`src/rtl/cordic_pkg.sv`:
```
// Shared definitions for the CORDIC/sqrt datapath family.
// Holds the default Q-format of the sqrt output, the 2-bit FSM state encoding
// used by the iterative blocks, and the rounding-constant helper.
package cordic_pkg;

  // Default sqrt output format: Q10.6 in a 16-bit word.
  localparam int unsigned CORDIC_WIDTH   = 16;
  localparam int unsigned CORDIC_F_WIDTH = 6;

  // Iterative FSM state encoding.
  localparam logic [1:0] ST_IDLE  = 2'd0;
  localparam logic [1:0] ST_MULT  = 2'd1;
  localparam logic [1:0] ST_ROUND = 2'd2;
  localparam logic [1:0] ST_DONE  = 2'd3;

  // Half-LSB of a product carrying 2*f_width fraction bits (round half-up).
  function automatic logic [63:0] round_const(input int unsigned f_width);
    return 64'(1) << (2 * f_width - 1);
  endfunction

endpackage

```
`src/rtl/fixed_square_iter.sv`:
```
// fixed_square_iter: squares an unsigned Q(WIDTH-F_WIDTH).F_WIDTH root and
// returns round(root^2) as an unsigned WIDTH-bit integer, saturating on overflow.
// Radix-2 shift-add multiplier, one multiplier bit per cycle.
// Ports:
//   clk, rst             clock, asynchronous active-high reset
//   sqrt_in, in_valid    operand and its valid
//   in_ready             high only in IDLE (and not in reset)
//   N_out, ovf           registered result and saturation flag
//   out_valid, out_ready result handshake; outputs held while stalled
module fixed_square_iter
  import cordic_pkg::*;
#(
  parameter int unsigned WIDTH   = CORDIC_WIDTH,
  parameter int unsigned F_WIDTH = CORDIC_F_WIDTH
) (
  input  logic             clk,
  input  logic             rst,
  input  logic [WIDTH-1:0] sqrt_in,
  input  logic             in_valid,
  output logic             in_ready,
  output logic [WIDTH-1:0] N_out,
  output logic             out_valid,
  input  logic             out_ready,
  output logic             ovf
);

  localparam int unsigned PW    = 2 * WIDTH;
  localparam int unsigned SW    = 2 * WIDTH + 1;
  localparam int unsigned CNT_W = $clog2(WIDTH);
  localparam logic [SW-1:0] RND = SW'(round_const(F_WIDTH));

  logic [1:0]       state;
  logic [1:0]       state_nxt;
  logic [PW-1:0]    a;
  logic [WIDTH-1:0] b;
  logic [PW-1:0]    acc;
  logic [CNT_W-1:0] cnt;

  logic             accept_c;
  logic             last_iter_c;
  logic [SW-1:0]    round_sum_c;
  logic [SW-1:0]    round_q_c;
  logic             sat_c;

  assign in_ready  = (state == ST_IDLE) & ~rst;
  assign out_valid = (state == ST_DONE);

  assign accept_c    = in_valid & in_ready;
  assign last_iter_c = (cnt == CNT_W'(WIDTH - 1));

  // Extra top bit keeps the carry out of the rounding add.
  assign round_sum_c = {1'b0, acc} + RND;
  assign round_q_c   = round_sum_c >> (2 * F_WIDTH);
  assign sat_c       = (round_q_c >> WIDTH) != '0;

  // State register.
  always_ff @(posedge clk or posedge rst) begin
    if (rst) state <= ST_IDLE;
    else     state <= state_nxt;
  end

  // Next-state decode.
  always_comb begin
    state_nxt = state;
    case (state)
      ST_IDLE:  if (accept_c)    state_nxt = ST_MULT;
      ST_MULT:  if (last_iter_c) state_nxt = ST_ROUND;
      ST_ROUND:                  state_nxt = ST_DONE;
      ST_DONE:  if (out_ready)   state_nxt = ST_IDLE;
      default:                   state_nxt = ST_IDLE;
    endcase
  end

  // Shift-add datapath and result registers.
  always_ff @(posedge clk or posedge rst) begin
    if (rst) begin
      a     <= '0;
      b     <= '0;
      acc   <= '0;
      cnt   <= '0;
      N_out <= '0;
      ovf   <= 1'b0;
    end else begin
      case (state)
        ST_IDLE: begin
          if (accept_c) begin
            a   <= PW'(sqrt_in);
            b   <= sqrt_in;
            acc <= '0;
            cnt <= '0;
          end
        end
        ST_MULT: begin
          // Full WIDTH iterations even when b runs out of ones: fixed latency.
          if (b[0]) acc <= acc + a;
          a   <= a << 1;
          b   <= b >> 1;
          cnt <= cnt + CNT_W'(1);
        end
        ST_ROUND: begin
          if (sat_c) begin
            N_out <= '1;
            ovf   <= 1'b1;
          end else begin
            N_out <= WIDTH'(round_q_c);
            ovf   <= 1'b0;
          end
        end
        default: ;
      endcase
    end
  end

endmodule

```
`config.mk`:
```
export PLATFORM = sky130hd
export DESIGN_NAME = fixed_square_iter
export DESIGN_NICKNAME = d
export VERILOG_FILES = /design/src/rtl/cordic_pkg.sv /design/src/rtl/fixed_square_iter.sv
export SDC_FILE = /design/constraint.sdc
export NUM_CORES = 1
export LEC_CHECK = 0
export BUFFER_PORTS_ARGS = -buffer_cell sky130_fd_sc_hd__buf_4
export CAP_MARGIN = 0
export CORE_MARGIN = 2
export CORE_UTILIZATION = 57
export CTS_BUF_LIST = sky130_fd_sc_hd__clkbuf_4
export DETAILED_ROUTE_END_ITERATION = 7
export PLACE_DENSITY = 0.9
export SKIP_CTS_REPAIR_TIMING = 1
export SYNTH_ARGS = -nofsm -noshare
export SYNTH_HDL_FRONTEND = slang
export SYNTH_SLANG_ARGS = --single-unit
```
`constraint.sdc`:
```
create_clock -name clk -period 2.8 [get_ports clk]
set_input_delay 0.28 -clock clk [delete_from_list [all_inputs] [get_ports clk]]
set_output_delay 0.28 -clock clk [all_outputs]
set_load 0.05 [all_outputs]
```
# After elaboration in Yosys (flattened, before gate mapping)
# Index checks and enable logic that the tools add are counted.
# classes
addsub	3
eq_ne	8
reduce_logical	6
mux	15
bitwise	3
# ops
operator	n
$pmux 32 s2	2
$mux 32	3
$add 32x12->33 const B	1
$reduce_bool 33->1	1
$add 32x32->32	1
$mux 16	2
$pmux 16 s2	1
$pmux 2 s4	1
$pmux 4 s2	1
$mux 2	3
$ne 2x2->1 const B	3
$reduce_and 3->1	2
$add 4x1->4 const B	1
$eq 2x2->1 const B	2
$eq 4x4->1 const B	1
$mux 4	1
$and 1x1->1	2
$eq 2x1->1 const B	1
$logic_not 2->1	1
$ne 2x1->1 const B	1
$reduce_and 2->1	1
$reduce_bool 2->1	1
$mux 1	1
$not 1->1	1
# word_totals
out_inout_bits	19
register_bits	103
elab_cells	42

# Longest topological paths before layout
# Gate-level depths: netlist of run 1.
# depth
word_depth	5
mapped_depth	12

# Worst setup path before layout of run 1
# OpenSTA, ideal clock, no wires.
# synth_timing
path_kind	register to register
start	register a[0]
end	register acc[28]
t_required_ns	2.666
slack_ns	0.243
synth_period_minus_slack_ns	2.557
arrival_ns	2.423
path_stages_with_launch	13
cell_sequence	dfrtp_1 ha_1 inv_1 fa_1 nand2b_1 a21oi_1 o2111ai_1 a31oi_1 a41oi_1 o21a_1 a31oi_1 xnor2_1 o21ai_0
# synth_between
elab_chain_cells	3
# synth_lines
element	line	text
from (decl)	fixed_square_iter.sv:34	logic [PW-1:0] a;
from (signal assigned)	fixed_square_iter.sv:87	a <= PW'(sqrt_in);
from (signal assigned)	fixed_square_iter.sv:96	a <= a << 1;
$add 32x32->32	fixed_square_iter.sv:95	if (b[0]) acc <= acc + a;
$mux 32	fixed_square_iter.sv:95	
$pmux 32 s2	fixed_square_iter.sv:84	case (state)
to (signal assigned)	fixed_square_iter.sv:95	
to (decl)	fixed_square_iter.sv:36	logic [PW-1:0] acc;
# No other way between the ends. The select of a mux whose other input is x is not followed.
# A chain may end at the register's enable or synchronous reset.

# Worst setup path in the final report of run 1
# layout_timing
start	register a[5]
end	register acc[21]
# Same word-level chain as after synthesis.

==> metrics.md, run 1 <==
| Metric | Value |
|---|---|
| DP Cell Count | `831` |
| Worst setup SP type | `register` |
| # DRC | `0` |
| HP Class | `input pin to register` |
| # fillers | `769` |
| Dominant synthesized flop cell | `dfrtp_1` |
| Worst-path maximum fanout | `4` |
| I/O Pins | `39` |
| Hold depth | `3` |
| Max Buffers Root-to-Sink | `2` |
| Layout Cells excl Fill | `856` |
| Via density per instance | `6.106` |
| Grt total ovfl | `0` |
| Vias in the first global route | `4,888` |
| Synth Warn # | `0` |
| Max-cap violations | `0` |
| PD cells | `1065 nW/um^2` |
| Worst slew pin tran | `727.4 ps` |
| Clk slew on worst S/H paths | `180 ps` |
| Yosys reg bits | `103` |
| Slowest Stage Delay on Critical Path | `460 ps` |
| Slew margin rel. | `51.40%` |
| CP endpoint kind | `register` |
| Status | `completed` |
| Power, Total | `7345 uW` |
| Die Area | `11,470 um^2` |
| Worst-path cell chain | `ha_1 > o21ai_0 > a211oi_2 > nand2_1 > nor2b_2 > o21ba_2 > o21ai_1 > a31oi_1 > xor2_1 > o21ai_1` |
| WS Path Type | `register to register` |
| Mapped Area | `6056 um^2` |
| Reg2reg path depth | `10` |
| CTS tree | `built` |
| Fmax | `360.0 MHz` |
| Area of the multi-input gates | `3410 um^2` |
| Stages on worst setup path | `10` |
| Post-synth cell types | `57` |
| Beginning of the critical path | `a[5]` |
| N_diodes | `0` |
| Clk_skew | `28.08 ps` |
| Core ar. | `10,320 um^2` |
| Req. time, crit path | `3160 ps` |
| Initial DRT Pass Iterations | `5` |
| Routed WL per cell | `17.16 um` |
| Worst Min Path Start | `sqrt_in[0]` |
| Seq/Total Area, Yosys | `42.56%` |
| CTS Sinks | `103` |
| Crit path arrival time | `3140 ps` |
| Fin crit share | `99.21%` |
| Die height | `107.1 um` |
| Rows | `37` |
| Port buffer count | `38` |
| Die X | `107.1 um` |
| Vias | `5,227` |
| Fin. max-slew vios | `0` |
| Syn nets | `730` |
| Crit-path most repeated cell | `o21ai_1` |
| Most common cell after layout, fill and taps aside | `dfrtp_1` |
| Initial Util | `58.66%` |
| RSZ-0062 raised after global routing | `yes` |
| Worst-Skew Late Latency | `500 ps` |
| Total Wirelength | `14.69 mm` |
| Final min period | `2778 ps` |
| Top Family by Delay on Critical Path | `compound AO/OA/AOI/OAI gates` |
| Routed Antenna Nets | `0` |
| Post-synth ARST share | `100.0%` |
| Avg Inst Size Synth | `9.025 um^2` |
| # nets final | `774` |
| Max rail drop VDD | `0.0005978 V` |
| Most frequent cells in the layout | `103 x dfrtp_1, 73 x o21ai_0, 73 x a21oi_1, 69 x nand2_1, 66 x buf_4` |
| HPWL Detailed | `9.950 mm` |
| H-Tree Depth | `3` |
| Final setup viols | `0` |
| Initial DRC count | `521` |
| Root buffer cell | `clkbuf_4` |
| Largest net degree at the start of global routing | `56` |
| Pleak | `0.003188 uW` |
| Global-route usage over all layers | `25.18%` |
| CTS buffer count | `9` |
| GP Congestion | `0.9052` |
| Register area | `2577 um^2` |
| Post-Synthesis Cells | `671` |
| Worst R2R Start | `a[5]` |
| Slowest CP cell | `dfrtp_1` |
| Hold Fails Final Rpt | `0` |
| Share of layout cells above drive strength 1 | `15.56%` |
| Synthesis-to-finish area growth | `13.91%` |
| Initial antenna violation count | `0` |
| CP Buf/Inv Count | `0` |
| First-pass GRT wire length | `23.25 mm` |
| Number of flops mapped to enable cells by yosys | `0` |
[flip-flops by register name, indices dropped and copies added, names as in the netlist]
signal and count:
N_out 16, ovf 1, cnt 4, acc 32, state 2, b 16, a 32
[layer usage]
metal	global-route usage (%)	up-vias	wire length (um)
li1	-	2489	-
met1	32.83	2523	6233
met2	42.86	181	7404
met3	3.283	34	694
met4	9.369	0	361
met5	0	-	0
[cell families after synthesis]
group / after synthesis / synth area share, %
multiplexers: 4 / 0.6818
XOR/XNOR: 42 / 6.074
flip-flops: 103 / 42.56
AND/OR/NAND/NOR: 201 / 15.72
buffers and inverters: 52 / 3.285
AO/OA/AOI/OAI: 230 / 23.49
adder cells (fa/ha/maj): 39 / 8.182
[worst register-to-register path, stage by stage (launching register included)]
cell and delay (ps):
dfrtp_1 460, ha_1 380, o21ai_0 440, a211oi_2 160, nand2_1 100, nor2b_2 230
o21ba_2 230, o21ai_1 120, a31oi_1 220, xor2_1 200, o21ai_1 100
[cells in the mapped netlist (4+ instances only)]
master / number / area (um^2)
dfrtp_1: 103 / 2577
o21ai_0: 75 / 375.4
a21oi_1: 74 / 370.4
nand2_1: 69 / 259.0
nand3_1: 42 / 210.2
ha_1: 38 / 475.5
nor2_1: 36 / 135.1
clkbuf_1: 32 / 120.1
xnor2_1: 22 / 192.7
xor2_1: 20 / 175.2
a22o_1: 19 / 166.4
nor2b_1: 19 / 118.9
a21o_1: 17 / 127.6
inv_1: 17 / 63.81
a31oi_1: 7 / 43.79
nand2b_1: 7 / 43.79
a211oi_1: 5 / 37.54
and3_1: 5 / 31.28
nor3_1: 5 / 25.02
nand4_1: 4 / 25.02
o21ai_1: 4 / 20.02
[final cells by class]
cell class / instances / share of cell area [%]
clock buffers: 9 / 0.9795
flip-flops and latches: 103 / 37.37
well taps: 136 / 2.467
clock inverters: 7 / 1.161
repair buffers: 68 / 7.618
inverters: 17 / 0.9795
multi-input cells: 516 / 49.43
[metrics by stage]
stage / cell area (um^2) / hold slack [ps] / utilization (%) / TNS [ps] / setup WS [ps]
floorplan: 6060 / 405.3 / - / 0 / 243.2
global placement: 6563 / 410.9 / 63.57 / 0 / 95.06
detailed placement: 6563 / 433.6 / 63.57 / -56.22 / -31.91
CTS: 6710 / -99.86 / 65.00 / -182.1 / -83.88
global route: 6898 / 20.02 / 66.82 / -361.8 / -117.0
finish: 6898 / 2.499 / 66.82 / 0 / 22.09
[final timing paths]
| path | end | slack, ps |
|---|---|---|
| worst max-delay path | acc[21] | 20 |
| worst min-delay path | b[0] | 2 |
| worst max register to register | acc[21] | 20 |
| worst min register to register | b[6] | 510 |
| max in group asynchronous | acc[29] | 1660 |
| min in group asynchronous | cnt[2] | 430 |
[report_power, final]
part / switching, uW / internal, uW
clock: 552 / 284
combinational: 2530 / 1470
sequential: 467 / 2050
(Power assumes the default switching activity.)
==> run 2, diff against run 1 <==
--- a/config.mk
+++ b/config.mk
@@ -5,10 +5,11 @@
 export SDC_FILE = /design/constraint.sdc
 export NUM_CORES = 1
 export LEC_CHECK = 0
+export ABC_AREA = 1
 export BUFFER_PORTS_ARGS = -buffer_cell sky130_fd_sc_hd__buf_4
 export CAP_MARGIN = 0
 export CORE_MARGIN = 2
-export CORE_UTILIZATION = 57
+export CORE_UTILIZATION = 58
 export CTS_BUF_LIST = sky130_fd_sc_hd__clkbuf_4
 export DETAILED_ROUTE_END_ITERATION = 7
 export PLACE_DENSITY = 0.9
==> run 2 against run 1 <==
Maximum frequency grew 14%; die area increased by 16%; clock skew grew 1.3 ps; flip-flop and latch count did not move; core utilization down 2.0 points; global-route usage up 3.3 points; synthesized cell count up 60%; largest power group unchanged.
==> metrics.md, run 2 <==
| Metric | Value |
|---|---|
| Post-synth ARST share | `100.0%` |
| HPWL Detailed | `13.78 mm` |
| Reg2reg path depth | `12` |
| Synthesis-to-finish area growth | `8.609%` |
| HP Class | `input pin to register` |
| Post-Synthesis Cells | `1,072` |
| Reg2Reg Capture Point | `acc[14]` |
| N_diodes | `0` |
| R2r setup slk | `370 ps` |
| CP endpoint kind | `register` |
| Via density per instance | `5.373` |
| Avg Inst Size Synth | `6.711 um^2` |
| Final instance area | `7814 um^2` |
| Yosys reg bits | `103` |
| Die height | `115.4 um` |
| Die Area | `13,310 um^2` |
| CTS buffer count | `9` |
| WS Path Type | `register to register` |
| Dominant synthesized flop cell | `dfrtp_1` |
| Mapped Area | `7194 um^2` |
| Post-synth cell types | `39` |
| TNS Setup | `0 ps` |
| Vias | `6,872` |
| Util after Layout | `64.78%` |
| Fmax | `411.7 MHz` |
| Rows | `40` |
| # DRC | `0` |
| Slowest CP cell | `nor2_2` |
| I/O Pins | `39` |
| Root buffer cell | `clkbuf_4` |
| Routed Antenna Nets | `0` |
| Max rail drop VDD | `0.001227 V` |
| Synth Warn # | `0` |
| Port buffer count | `38` |
| Worst-path maximum fanout | `17` |
| Die X | `115.4 um` |
| Global-route usage over all layers | `28.52%` |
| Final setup viols | `0` |
| Hold Path End | `a[15]` |
| Most common cell after layout, fill and taps aside | `nand2_1` |
| Top Registers | `a: 32 flops, acc: 32 flops` |
| Worst Min Path Start | `sqrt_in[15]` |
| Worst slew pin tran | `623.3 ps` |
| Fin crit share | `86.74%` |
| Top Family by Delay on Critical Path | `simple AND/OR/NAND/NOR gates` |
| Hold depth | `3` |
| Total Wirelength | `17.63 mm` |
| Initial antenna violation count | `0` |
| Slowest Stage Delay on Critical Path | `480 ps` |
| Share of layout cells above drive strength 1 | `9.001%` |
| Worst R2R Start | `state[1]` |
| Final min period | `2429 ps` |
| Clk slew on worst S/H paths | `160 ps` |
| Top cell type's share of synthesized area | `35.83%` |
| Power, Total | `7700 uW` |
| Most common cell in the netlist | `nand2_1` |
| Req. time, crit path | `3230 ps` |
| GP Congestion | `0.9267` |
| Slew margin rel. | `58.40%` |
| CP Buf/Inv Count | `4` |
| Initial DRT Pass Iterations | `7` |
| Area leader, netlist | `dfrtp_1` |
| Clk_skew | `29.41 ps` |
| Syn nets | `1,131` |
| Most frequent cells in the layout | `405 x nand2_1, 167 x inv_1, 103 x dfrtp_1, 78 x nor2_1, 46 x o21ai_0` |
| First-pass GRT wire length | `29.97 mm` |
| Number of flops mapped to enable cells by yosys | `0` |
| Area post-placement | `7661 um^2` |
| Pleak | `0.004330 uW` |
| CTS Sinks | `103` |
| Status | `completed` |
| Synth cell count leaders | `406 x nand2_1, 168 x inv_1, 103 x dfrtp_1` |
| Crit path arrival time | `2860 ps` |
| Seq/Total Area, Yosys | `35.83%` |
| H-Tree Depth | `3` |
| CTS tree | `built` |
| Grt total ovfl | `0` |
| Top cells by area, synth | `dfrtp_1 36%, nand2_1 21%, inv_1 8.8%` |
| Largest net degree at the start of global routing | `78` |
| Worst-Skew Late Latency | `510 ps` |
| Hold Fails Final Rpt | `0` |
| Initial Util | `59.65%` |
| Routed WL per cell | `13.78 um` |
| Worst setup SP type | `register` |
| # nets final | `1,165` |
| RSZ-0062 raised after global routing | `no` |
| Max Buffers Root-to-Sink | `2` |
| Fin. max-slew vios | `0` |
| Core ar. | `12,060 um^2` |
| Max-cap violations | `0` |
| Worst-path cell chain | `inv_1 > ha_1 > inv_1 > nor2_2 > nand2_1 > nand2_1 > nand2_2 > nor2_2 > nor2_2 > buf_4 > inv_1 > o21ai_0` |
| PD cells | `985.5 nW/um^2` |
| Initial DRC count | `583` |
| Vias in the first global route | `6,490` |
==> run 2: worst reg2reg max path, delay by kind of cell, from the launching register on <==
kind / cells / cell delay, ps
simple gates: 6 / 950
buf+inv: 4 / 640
flops: 1 / 410
fa+ha+maj: 1 / 210
compound gates: 1 / 150
==> run 2: layout make-up <==
type	instances	area [um^2]
Sequential cell	103	2577
Tap cell	168	210.2
Clock buffer	10	75.07
Fill cell	1049	4248
Clock inverter	6	67.56
Inverter	170	641.9
Timing Repair Buffer	48	387.9
Multi-Input combinational cell	774	3854
==> run 2: cell families after synthesis <==
kind of cell	share of synthesized area, %
AND/OR/NAND/NOR	34.66
AO/OA/AOI/OAI	9.878
flip-flops	35.83
buffers and inverters	10.68
XOR/XNOR	2.070
adder cells (fa/ha/maj)	6.887
==> run 2: per-stage QoR <==
step	std cells	worst slack (ps)	hold slack, ps
2_1_floorplan	1072	463.7	407.8
3_3_place_gp	1262	547.3	336.6
3_5_place_dp	1262	412.1	356.9
4_1_cts	1278	382.1	-198.6
5_1_grt	1279	123.8	24.13
6_report	1279	371.2	37.09
==> run 2: worst max-delay path by stage <==
| stage | from | endpoint | slack (ps) | cells after the start |
|---|---|---|---|---|
| after detailed placement | state[1] | acc[11] | 410 | 12 |
| after CTS | state[1] | acc[11] | 380 | 12 |
| final | state[1] | acc[14] | 370 | 12 |
| after floorplan | state[0] | acc[2] | 460 | 11 |
| after global routing | state[0] | acc[11] | 120 | 12 |
| after global placement | state[0] | acc[11] | 550 | 12 |
==> run 2: where the power goes <==
group          total [uW]  internal [uW]  switching (uW)  leakage (uW)
sequential           2590           2080             514       0.00132
combinational        4290           1450            2840       0.00293
clock                 821            289             532     0.0000803
total                7700           3810            3890       0.00433
==> run 2: routing by layer <==
| layer | GRT usage, % | wire length [um] | vias to the layer above |
|---|---|---|---|
| li1 | - | - | 3431 |
| met1 | 39.28 | 7726 | 3128 |
| met2 | 44.91 | 8002 | 276 |
| met3 | 5.957 | 1490 | 37 |
| met4 | 9.880 | 412 | 0 |
| met5 | 0 | 0 | - |
